--- config.mk ---
export PLATFORM = sky130hd
export DESIGN_NAME = md_write_dispatcher
export DESIGN_NICKNAME = d
export VERILOG_FILES = /design/src/rtl/md_write_dispatcher.sv
export SDC_FILE = /design/constraint.sdc
export NUM_CORES = 1
export LEC_CHECK = 0
export CAP_MARGIN = 10
export CORE_AREA = 2 2 97 99
export DETAILED_ROUTE_END_ITERATION = 6
export DIE_AREA = 0 0 99 101
export HOLD_SLACK_MARGIN = 0.06
export PLACE_DENSITY = 0.73
export SLEW_MARGIN = 0
export SYNTH_ARGS = -nofsm -noshare
export SYNTH_HDL_FRONTEND = slang
export SYNTH_SLANG_ARGS = --single-unit
--- constraint.sdc ---
create_clock -name ACLK_i -period 8.41 [get_ports ACLK_i]
set_input_delay 0.841 -clock ACLK_i [delete_from_list [all_inputs] [get_ports ACLK_i]]
set_output_delay 0.841 -clock ACLK_i [all_outputs]
set_load 0.005 [all_outputs]
--- src/rtl/md_write_dispatcher.sv ---
// Routes master AW requests to the slave selected by an address slice and steers
// W beats to slaves in strict AW-acceptance order via a small order FIFO.
module md_write_dispatcher #(
  parameter int SLV_AMT           = 2,
  parameter int OUTSTANDING_AMT   = 8,
  parameter int DATA_WIDTH        = 32,
  parameter int ADDR_WIDTH        = 32,
  parameter int TRANS_MST_ID_W    = 5,
  parameter int TRANS_BURST_W     = 2,
  parameter int TRANS_DATA_LEN_W  = 3,
  parameter int TRANS_DATA_SIZE_W = 3,
  parameter int SLV_ID_MSB_IDX    = 30,
  parameter int SLV_ID_LSB_IDX    = 30,
  parameter int SLV_ID_W          = $clog2(SLV_AMT)
) (
  input  logic                                    ACLK_i,
  input  logic                                    ARESETn_i,
  input  logic [TRANS_MST_ID_W-1:0]               m_AWID_i,
  input  logic [ADDR_WIDTH-1:0]                   m_AWADDR_i,
  input  logic [TRANS_BURST_W-1:0]                m_AWBURST_i,
  input  logic [TRANS_DATA_LEN_W-1:0]             m_AWLEN_i,
  input  logic [TRANS_DATA_SIZE_W-1:0]            m_AWSIZE_i,
  input  logic                                    m_AWVALID_i,
  output logic                                    m_AWREADY_o,
  input  logic [DATA_WIDTH-1:0]                   m_WDATA_i,
  input  logic                                    m_WLAST_i,
  input  logic                                    m_WVALID_i,
  output logic                                    m_WREADY_o,
  output logic [TRANS_MST_ID_W*SLV_AMT-1:0]       sa_AWID_o,
  output logic [ADDR_WIDTH*SLV_AMT-1:0]           sa_AWADDR_o,
  output logic [TRANS_BURST_W*SLV_AMT-1:0]        sa_AWBURST_o,
  output logic [TRANS_DATA_LEN_W*SLV_AMT-1:0]     sa_AWLEN_o,
  output logic [TRANS_DATA_SIZE_W*SLV_AMT-1:0]    sa_AWSIZE_o,
  output logic [SLV_AMT-1:0]                      sa_AWVALID_o,
  output logic [SLV_AMT-1:0]                      sa_AW_outst_full_o,
  input  logic [SLV_AMT-1:0]                      sa_AWREADY_i,
  output logic [DATA_WIDTH*SLV_AMT-1:0]           sa_WDATA_o,
  output logic [SLV_AMT-1:0]                      sa_WLAST_o,
  output logic [SLV_AMT-1:0]                      sa_WVALID_o,
  output logic [SLV_AMT-1:0]                      sa_slv_sel_o,
  input  logic [SLV_AMT-1:0]                      sa_WREADY_i
);

  localparam int PTR_W = (OUTSTANDING_AMT > 1) ? $clog2(OUTSTANDING_AMT) : 1;
  localparam int CNT_W = $clog2(OUTSTANDING_AMT + 1);

  // Handshake rule on every channel: a transfer happens in a cycle where valid
  // and ready are both high; valid never waits on ready.
  logic [SLV_ID_W-1:0] slv;
  logic [SLV_ID_W-1:0] head;
  logic                slv_ok;
  logic                full;
  logic                empty;
  logic                push;
  logic                pop;
  logic [PTR_W-1:0]    wr_ptr;
  logic [PTR_W-1:0]    rd_ptr;
  logic [CNT_W-1:0]    count;
  logic [SLV_ID_W-1:0] order_mem [OUTSTANDING_AMT];

  function automatic logic [PTR_W-1:0] ptr_inc(input logic [PTR_W-1:0] p);
    return (p == PTR_W'(OUTSTANDING_AMT - 1)) ? '0 : p + PTR_W'(1);
  endfunction

  assign slv    = m_AWADDR_i[SLV_ID_MSB_IDX:SLV_ID_LSB_IDX];
  assign slv_ok = ({1'b0, slv} < (SLV_ID_W + 1)'(SLV_AMT));
  assign full   = (count == CNT_W'(OUTSTANDING_AMT));
  assign empty  = (count == '0);
  assign head   = order_mem[rd_ptr];

  assign m_AWREADY_o = slv_ok & ~full & sa_AWREADY_i[slv];
  assign m_WREADY_o  = ~empty & sa_WREADY_i[head];
  assign push        = m_AWVALID_i & m_AWREADY_o;
  assign pop         = m_WVALID_i & m_WREADY_o & m_WLAST_i;

  assign sa_AWID_o          = {SLV_AMT{m_AWID_i}};
  assign sa_AWADDR_o        = {SLV_AMT{m_AWADDR_i}};
  assign sa_AWBURST_o       = {SLV_AMT{m_AWBURST_i}};
  assign sa_AWLEN_o         = {SLV_AMT{m_AWLEN_i}};
  assign sa_AWSIZE_o        = {SLV_AMT{m_AWSIZE_i}};
  assign sa_WDATA_o         = {SLV_AMT{m_WDATA_i}};
  assign sa_WLAST_o         = {SLV_AMT{m_WLAST_i}};
  assign sa_AW_outst_full_o = {SLV_AMT{full}};

  for (genvar k = 0; k < SLV_AMT; k++) begin : g_slot
    assign sa_AWVALID_o[k] = m_AWVALID_i & slv_ok & (slv == SLV_ID_W'(k)) & ~full;
    assign sa_slv_sel_o[k] = ~empty & (head == SLV_ID_W'(k));
    assign sa_WVALID_o[k]  = m_WVALID_i & sa_slv_sel_o[k];
  end

  // Order entries need no reset: they are only read while count is non-zero.
  always_ff @(posedge ACLK_i) begin
    if (push) order_mem[wr_ptr] <= slv;
  end

  always_ff @(posedge ACLK_i or negedge ARESETn_i) begin
    if (!ARESETn_i) begin
      wr_ptr <= '0;
      rd_ptr <= '0;
      count  <= '0;
    end else begin
      if (push) wr_ptr <= ptr_inc(wr_ptr);
      if (pop)  rd_ptr <= ptr_inc(rd_ptr);
      case ({push, pop})
        2'b10:   count <= count + CNT_W'(1);
        2'b01:   count <= count - CNT_W'(1);
        default: count <= count;
      endcase
    end
  end

endmodule

==> reports/qor.txt, run 1 <==
status - completed
Crit. End Element - flop
via count - 819
Clk Latency, worst-skew pair - 0.25 ns
dominant cells by area after synthesis - buf_4 54%, dfrtp_1 11%, edfxtp_1 11%
Final Hold Fails - 0
CP Max Fanout - 5
Worst-path clk slew - 0.06 ns
DRT iter0 DRCs - 9
unrepaired setup endpoints after global routing - no
Synth area leader - buf_4
switching power - 0.138 mW
initial antenna violation count - 0
Final min period - 3.26 ns
most frequent CP cell - ha_1
TritonCTS clock tree - yes
Yosys top cell area share - 54.3%
worst slew pin tran - 0.649 ns
Initial Util - 24.3%
#FFs+latches synth - 18
chain of cells forming the critical path - mux4_1 > mux2i_2 > mux2i_1 > or3b_4 > inv_1 > ha_1 > ha_1 > a21o_1 > a21oi_1 > xnor2_1 > nor2_1 > xor2_1
cts bufs inserted - 3
dpl cell area - 1370 um2
GR Overflow Total - 0
Post-Route Setup TNS - 0 ns
number of post-CTS setup repair buffers - 0
relative slew slack - 56.3%
pin count of the biggest net entering global routing - 14
Worst Path Required - 8.54 ns
Combinational Power Share - 46.8%
switching part of the total - 34.3%
Slowest-stage cell, CP - mux4_1
drt via density - 3.69
IO Pins - 252
delay-heaviest family, CP - multiplexers
maximum clock insertion buffer count - 2
Routed Antenna Nets - 0
Setup CP Type - flop to flop
Multi-input gate area - 483 um2
area occupied by registers - 490 um2
Sequential Power Share - 38.4%
Lkg Pwr - 0.579 nW
Mapped Cells - 242
area grow syn2layout - -35.3%
register area share after synthesis - 22.4%
Max VDD drop - 0.0796 mV
Die H - 101 um
Core Box Area - 8980 um2
hold_buf cts - 0
WP data arrival - 3.39 ns
Worst path max stage delay - 0.60 ns
Int Power - 0.265 mW
WP buf/inv - 1
endpoints failing setup - 0
nets@finish - 206
FP Rows - 35
Fmax - 307 MHz
DR WL/cell - 14.0 um
n_diodes - 0
die extent in x - 99 um
Fillers - 987
critical path launch point type - flop
H-tree depth - 1
library cells used by synthesis - 25
Warnings, synthesis - 0
layout cells sized above 1 - 9.91%
Post-Syn Area - 2190 um2
vias in the first global route - 886
PD cells - 285 nW/um2
# port buffers - 23
fin area - 1410 um2
DP Wirelength - 2560 um
post-CTS sizing - 0
Total Power - 0.403 mW
GRT Overall Usage - 6.12%
clock sinks - 18
most frequent cells in the layout - 23 x clkdlybuf4s50_1, 13 x nor2_1, 10 x dfrtp_1, 8 x edfxtp_1, 7 x ha_1
HP Class - flop to flop
Mapped Avg Cell Area - 9.03 um2
WHS - 0.495 ns
fin. max-slew vios - 0
total routed wirelength - 3120 um
die area - 10000 um2
# DRC - 0
crit share post-route - 38.7%
clk root buf - clkbuf_8
Pre-antenna DRT Iters - 4
fin util - 15.7%
synthesized netlist net count - 336
most common cell after layout, fill and taps aside - clkdlybuf4s50_1
max_cap viols - 0
gpl congestion - 0.712
clock skew - 0.00381 ns
first-pass GRT wire length - 4770 um
Clk pwr share - 14.8%
[state kept, by name, indices dropped and copies added (netlist names)]
register / count
order_mem: 8
count: 4
rd_ptr: 3
wr_ptr: 3
[synthesized netlist by cell type]
library cell and number:
nor2_1 13, and3_1 1, or3b_4 1, nor4_1 2, inv_2 1, mux2_2 1
xor2_1 2, nor3_1 5, mux2_4 3, mux2i_1 3, xnor2_1 2, dfrtp_1 10
a21o_1 2, edfxtp_1 8, or4b_2 1, nand2_1 5, buf_4 158, mux2i_2 1
a21oi_1 1, mux4_1 2, o21ai_0 2, ha_1 7, fa_1 1, nand2b_1 4
inv_1 6
[final timing paths]
path | cells past startpoint | slack, ns | start | end
max | 12 | 5.15 | rd_ptr[0] | count[3]
min | 1 | 0.49 | count[3] | count[3]
max reg2reg | 12 | 5.15 | rd_ptr[0] | count[3]
min reg2reg | 1 | 0.49 | count[3] | count[3]
max in group asynchronous | 1 | 7.14 | ARESETn_i | count[3]
min in group asynchronous | 1 | 0.93 | ARESETn_i | wr_ptr[2]
[stage by stage]
| stage | worst slack [ns] | cells |
|---|---|---|
| after detailed placement | 5.01 | 218 |
| after global placement | 5.16 | 218 |
| after CTS | 5.12 | 222 |
| after global routing | 4.92 | 222 |
| final | 5.15 | 222 |
| after floorplan | 5.42 | 242 |
[cell type report]
class,count,share of cell area (%)
Clock buffer,3,2.92
Clock inverter,1,0.265
Inverter,7,1.86
Multi-Input combinational cell,59,34.2
Sequential cell,18,34.7
Tap cell,111,9.82
Timing Repair Buffer,23,16.3
[worst register-to-register path, delay by kind of cell, from the launching register on]
family,cells,cell delay (ns)
multiplexers,3,1.03
flip-flops,1,0.45
XOR/XNOR,2,0.28
AO/OA/AOI/OAI,2,0.35
AND/OR/NAND/NOR,2,0.52
buffers and inverters,1,0.09
adder cells (fa/ha/maj),2,0.43
[routing by layer]
layer / vias up / global-route usage (%) / wire length, um
li1: 348 / - / -
met1: 358 / 4.40 / 808
met2: 75 / 10.9 / 1540
met3: 38 / 3.47 / 514
met4: 0 / 6.11 / 249
met5: - / 0 / 0
[power by group through the flow]
stage / sequential [mW] / combinational (mW) / clock (mW)
global placement: 0.155 / 0.183 / 0
CTS: 0.155 / 0.193 / 0.0617
detailed placement: 0.156 / 0.192 / 0
finish: 0.155 / 0.189 / 0.0595
floorplan: 0.147 / 0.187 / 0
global route: 0.159 / 0.214 / 0.0655
[logic make-up after synthesis]
family	share of synthesized area, %
compound gates	1.37
xor+xnor	1.60
fa+ha+maj	4.92
buf+inv	55.5
flops	22.4
mux	6.98
simple gates	7.21
No activity file was read; power rests on OpenSTA's default activity.
==> run 2, diff against run 1 <==
- CORE_AREA: 2 2 97 99 -> not set
- CORE_MARGIN: not set -> 2
- CORE_UTILIZATION: not set -> 25
- DIE_AREA: 0 0 99 101 -> not set
- PLACE_DENSITY: 0.73 -> 0.77
- clock period: 8.41 -> 2.9 ns (I/O delays scaled with it)
==> run 2 against run 1 <==
Sequential share of layout area decreased by 2.4 points. Clock skew decreased by 0.0014 ns. Non-clock buffer count increased by 7. Critical path type unchanged. Largest cell class is now multi-input gates.
==> reports/qor.txt, run 2 (synthesis results as in run 1) <==
# DRC - 0
Lkg Pwr - 0.608 nW
WP buf/inv - 1
Worst Path Required - 3.04 ns
die area - 9510 um2
Fillers - 936
WP data arrival - 2.99 ns
most frequent CP cell - ha_4
most common cell after layout, fill and taps aside - clkdlybuf4s50_1
max_cap viols - 0
max layer used - met5
Clk pwr share - 15.7%
Int Power - 0.867 mW
FP Rows - 34
TritonCTS clock tree - yes
Fmax - 351 MHz
DR WL met3 - 1050 um
Routed Antenna Nets - 0
clock skew - 0.00246 ns
endpoints failing setup - 0
drt via density - 4.09
Stages on worst setup path - 12
area grow syn2layout - -30.6%
Clk Latency, worst-skew pair - 0.25 ns
total routed wirelength - 4240 um
DR WL/cell - 18.7 um
chain of cells forming the critical path - mux4_2 > mux2i_4 > mux2i_1 > or3b_4 > inv_2 > ha_4 > ha_4 > a21o_1 > a21oi_2 > xnor2_1 > nor2_1 > xor2_1
gpl congestion - 0.775
fin area - 1520 um2
clk root buf - clkbuf_8
worst slew pin tran - 0.518 ns
via count - 925
first-pass GRT wire length - 6090 um
GR Overflow Total - 0
M1 WL - 904 um
Final min period - 2.85 ns
Post-Route Setup TNS - 0 ns
delay-heaviest family, CP - multiplexers
Max VDD drop - 0.222 mV
most frequent cells in the layout - 23 x clkdlybuf4s50_1, 13 x nor2_1, 10 x dfrtp_1, 8 x edfxtp_1, 7 x buf_4
layout cells sized above 1 - 22.9%
dpl cell area - 1410 um2
Final Hold Fails - 0
Slowest-stage cell, CP - mux4_2
CP Max Fanout - 3
initial antenna violation count - 0
unrepaired setup endpoints after global routing - yes
R2R cell count - 12
Crit. End Element - flop
GRT Overall Usage - 8.41%
relative slew slack - 65.4%
Worst path max stage delay - 0.55 ns
Worst-path clk slew - 0.07 ns
Setup CP Type - flop to flop
# port buffers - 23
nets@finish - 213
die extent in x - 97.5 um
PD cells - 869 nW/um2
cts bufs inserted - 3
max reg flops - 8
H-tree depth - 1
clock sinks - 18
critical path launch point type - flop
Total Power - 1.32 mW
HP Class - primary input to async pin
status - completed
n_diodes - 0
DR WL met2 - 1980 um
DRT iter0 DRCs - 12
Die H - 97.5 um
Sequential Power Share - 34.8%
DP Wirelength - 3460 um
Core Box Area - 8590 um2
crit share post-route - 98.2%
Combinational Power Share - 49.5%
IO Pins - 252
pin count of the biggest net entering global routing - 13
Biggest register - order_mem
switching power - 0.452 mW
fin. max-slew vios - 0
Initial Util - 25.4%
largest registers - order_mem: 8 flops, count: 4 flops
vias in the first global route - 973
maximum clock insertion buffer count - 2
switching part of the total - 34.3%
Pre-antenna DRT Iters - 4
## run 2: cell count changes in the layout (fill, tap and decap cells not counted), moves of 2 or more
cell	before	now
ha_1	7	4
buf_4	0	7
mux4_1	2	0
ha_4	0	3
mux4_2	0	2
## run 2: routing by layer
metal / vias to the layer above / track usage, %
met3: 44 / 9.93
li1: 361 / -
met1: 398 / 4.90
met4: 2 / 5.98
met5: - / 3.85
met2: 120 / 13.2
## run 2: power by group through the flow
stage	logic [mW]	registers (mW)	clock network (mW)
after global routing	0.725	0.474	0.225
after detailed placement	0.603	0.454	0
final	0.653	0.459	0.206
after global placement	0.577	0.449	0
after floorplan	0.558	0.431	0
after CTS	0.628	0.451	0.212
## run 2: layout make-up
| class | count | area [um2] | area share [%] |
|---|---|---|---|
| flip-flops and latches | 18 | 490 | 32.3 |
| clock buffers | 4 | 55.1 | 3.63 |
| repair buffers | 30 | 283 | 18.6 |
| well taps | 108 | 135 | 8.90 |
| inverters | 7 | 26.3 | 1.73 |
| multi-input cells | 59 | 528 | 34.8 |
## run 2: per-stage QoR
step | hold WS (ns) | std cells | utilization, % | setup slack, ns
2_1_floorplan | -0.00559 | 242 | - | 0.00901
3_3_place_gp | 0.474 | 221 | 16.4 | 0.0744
3_5_place_dp | 0.504 | 221 | 16.4 | -0.0327
4_1_cts | 0.403 | 226 | 17.2 | 0.0124
5_1_grt | 0.404 | 226 | 17.7 | -0.0305
6_report | 0.374 | 226 | 17.7 | 0.0527
## run 2: what timing repair did
item                                    4_1_cts  5_1_grt
resized for setup                             1        6
hold buffers                                  0        0
pin swaps                                     0        6
endpoints found under the setup margin        1        2
buffers inserted                              1        0
## run 2: path summary, 6_finish.rpt
path                            from   endpoint  slack [ns]
max                        rd_ptr[0]   count[3]        0.05
min                        ARESETn_i  rd_ptr[1]        0.37
max reg2reg                rd_ptr[0]   count[3]        0.05
min reg2reg                 count[3]   count[3]        0.51
max in group asynchronous  ARESETn_i  wr_ptr[1]        2.18
min in group ACLK_i         count[3]   count[3]        0.51
## run 2: worst register-to-register path: stages, from the launching register on
cell,delay (ns)
dfrtp_1,0.41
mux4_2,0.55
mux2i_4,0.18
mux2i_1,0.11
or3b_4,0.41
inv_2,0.07
ha_4,0.13
ha_4,0.19
a21o_1,0.16
a21oi_2,0.14
xnor2_1,0.14
nor2_1,0.08
xor2_1,0.16
==> run 3, diff against run 2 <==
- CORE_AREA: not set -> 2 2 97 99
- CORE_MARGIN: 2 -> not set
- CORE_UTILIZATION: 25 -> not set
- CTS_BUF_LIST: not set -> sky130_fd_sc_hd__clkbuf_16
- DIE_AREA: not set -> 0 0 99 101
- PLACE_DENSITY: 0.77 -> 0.73
- clock period: 2.9 -> 3.2 ns (I/O delays scaled with it)
==> run 3 against run 2 <==
Die area grew 5.2%. Largest cell class is now registers. Sequential share of layout area increased by 1.0 points. Highest routed layer is now met4. Wire length fell by 22%.
==> reports/qor.txt, run 3 (synthesis results as in run 1) <==
initial antenna violation count - 0
# DRC - 0
Final Hold Fails - 0
relative slew slack - 67.8%
maximum clock insertion buffer count - 2
WP buf/inv - 1
fin. max-slew vios - 0
most frequent CP cell - ha_1
max_cap viols - 0
drt via density - 3.65
Final min period - 3.00 ns
via count - 824
DR WL/cell - 14.5 um
Multi-input gate area - 479 um2
die area - 10000 um2
Die H - 101 um
crit share post-route - 93.6%
Worst Path Required - 3.33 ns
first-pass GRT wire length - 5060 um
Pre-antenna DRT Iters - 3
WP data arrival - 3.13 ns
Lkg Pwr - 0.606 nW
n_diodes - 0
clock sinks - 18
total routed wirelength - 3280 um
unrepaired setup endpoints after global routing - no
DP Wirelength - 2640 um
Total Power - 1.20 mW
GR Overflow Total - 0
critical path launch point type - flop
endpoints failing setup - 0
largest registers - order_mem: 8 flops, count: 4 flops
clock skew - 0.00220 ns
Biggest register - order_mem
Crit. End Element - flop
Setup CP Type - flop to flop
Fillers - 987
Slowest-stage cell, CP - mux4_2
cts bufs inserted - 3
Post-Route Setup TNS - 0 ns
PD cells - 816 nW/um2
Fmax - 334 MHz
most common cell after layout, fill and taps aside - clkdlybuf4s50_1
Initial Util - 24.3%
GRT Overall Usage - 6.56%
clk root buf - clkbuf_16
Core Box Area - 8980 um2
area occupied by registers - 492 um2
HP Class - primary input to async pin
area grow syn2layout - -32.5%
hold_buf cts - 0
Worst-path clk slew - 0.05 ns
fin area - 1480 um2
status - completed
chain of cells forming the critical path - mux4_2 > mux2i_2 > mux2i_1 > or3b_4 > inv_1 > ha_1 > ha_1 > a21o_1 > a21oi_2 > xnor2_1 > nor2_1 > xor2_1
TritonCTS clock tree - yes
most frequent cells in the layout - 23 x clkdlybuf4s50_1, 13 x nor2_1, 9 x dfrtp_1, 8 x edfxtp_1, 7 x ha_1
# port buffers - 23
FP Rows - 35
pin count of the biggest net entering global routing - 13
gpl congestion - 0.703
Worst path max stage delay - 0.53 ns
dpl cell area - 1390 um2
DRT iter0 DRCs - 21
H-tree depth - 1
Routed Antenna Nets - 0
vias in the first global route - 915
layout cells sized above 1 - 16.5%
die extent in x - 99 um
worst slew pin tran - 0.481 ns
max reg flops - 8
delay-heaviest family, CP - multiplexers
Clk Latency, worst-skew pair - 0.25 ns
IO Pins - 252
nets@finish - 210
CP Max Fanout - 5
Max VDD drop - 0.199 mV
## run 3: changes by cell type in the layout (fill, tap and decap cells not counted)
cell / previous run / this run
dfrtp_2: 0 / 1
ha_1: 4 / 7
buf_4: 7 / 4
mux2i_4: 1 / 0
mux2i_2: 0 / 1
fa_1: 0 / 1
clkbuf_8: 4 / 0
dfrtp_1: 10 / 9
fa_2: 1 / 0
inv_1: 5 / 6
ha_4: 3 / 0
inv_2: 2 / 1
clkinv_1: 0 / 1
clkbuf_16: 0 / 3
## run 3: repair_timing
item                       CTS  global route
setup endpoints to repair    0             1
setup buffers                0             1
gates resized for setup      0             4
## run 3: worst paths after layout
check	endpoint	start	cells after the start	slack [ns]
worst max-delay path	count[3]	rd_ptr[0]	12	0.20
worst min register to register	count[3]	count[3]	1	0.49
max in group asynchronous	rd_ptr[0]	ARESETn_i	1	2.45
min in group ACLK_i	count[3]	count[3]	1	0.49
worst min-delay path	wr_ptr[2]	ARESETn_i	1	0.40
worst max register to register	count[3]	rd_ptr[0]	12	0.20
## run 3: stage by stage
step / worst slack (ns) / util (%) / cells / hold slack, ns
after CTS: 0.0550 / 16.4 / 225 / 0.429
final: 0.204 / 16.4 / 226 / 0.403
after detailed placement: 0.0714 / 15.5 / 221 / 0.482
after global placement: 0.197 / 15.5 / 221 / 0.480
after global routing: 0.0381 / 16.4 / 226 / 0.452
after floorplan: 0.211 / - / 242 / 0.0244
## run 3: final cells by class
| class | instances | share of cell area [%] |
|---|---|---|
| multi-input cells | 59 | 32.5 |
| inverters | 7 | 1.78 |
| well taps | 111 | 9.41 |
| clock inverters | 1 | 0.254 |
| repair buffers | 27 | 17.6 |
| flip-flops and latches | 18 | 33.3 |
| clock buffers | 3 | 5.09 |
## run 3: worst reg2reg max path, delay by kind of cell (launching register included)
kind	cells	cell delay, ns
flip-flops	1	0.41
adder cells (fa/ha/maj)	2	0.43
AND/OR/NAND/NOR	2	0.51
buffers and inverters	1	0.07
multiplexers	3	0.88
XOR/XNOR	2	0.26
AO/OA/AOI/OAI	2	0.33
## run 3: power breakdown
part           total [mW]  switching [mW]  internal (mW)
Sequential          0.411          0.0947          0.317
Clock               0.248          0.0817          0.166
Combinational       0.544           0.216          0.328
Total                1.20           0.393          0.811
## run 3: metal layers
layer  track usage (%)  routed length (um)
met5                 0                   0
met4              6.85                 278
met3              3.33                 486
met2              11.4                1640
met1              4.99                 879
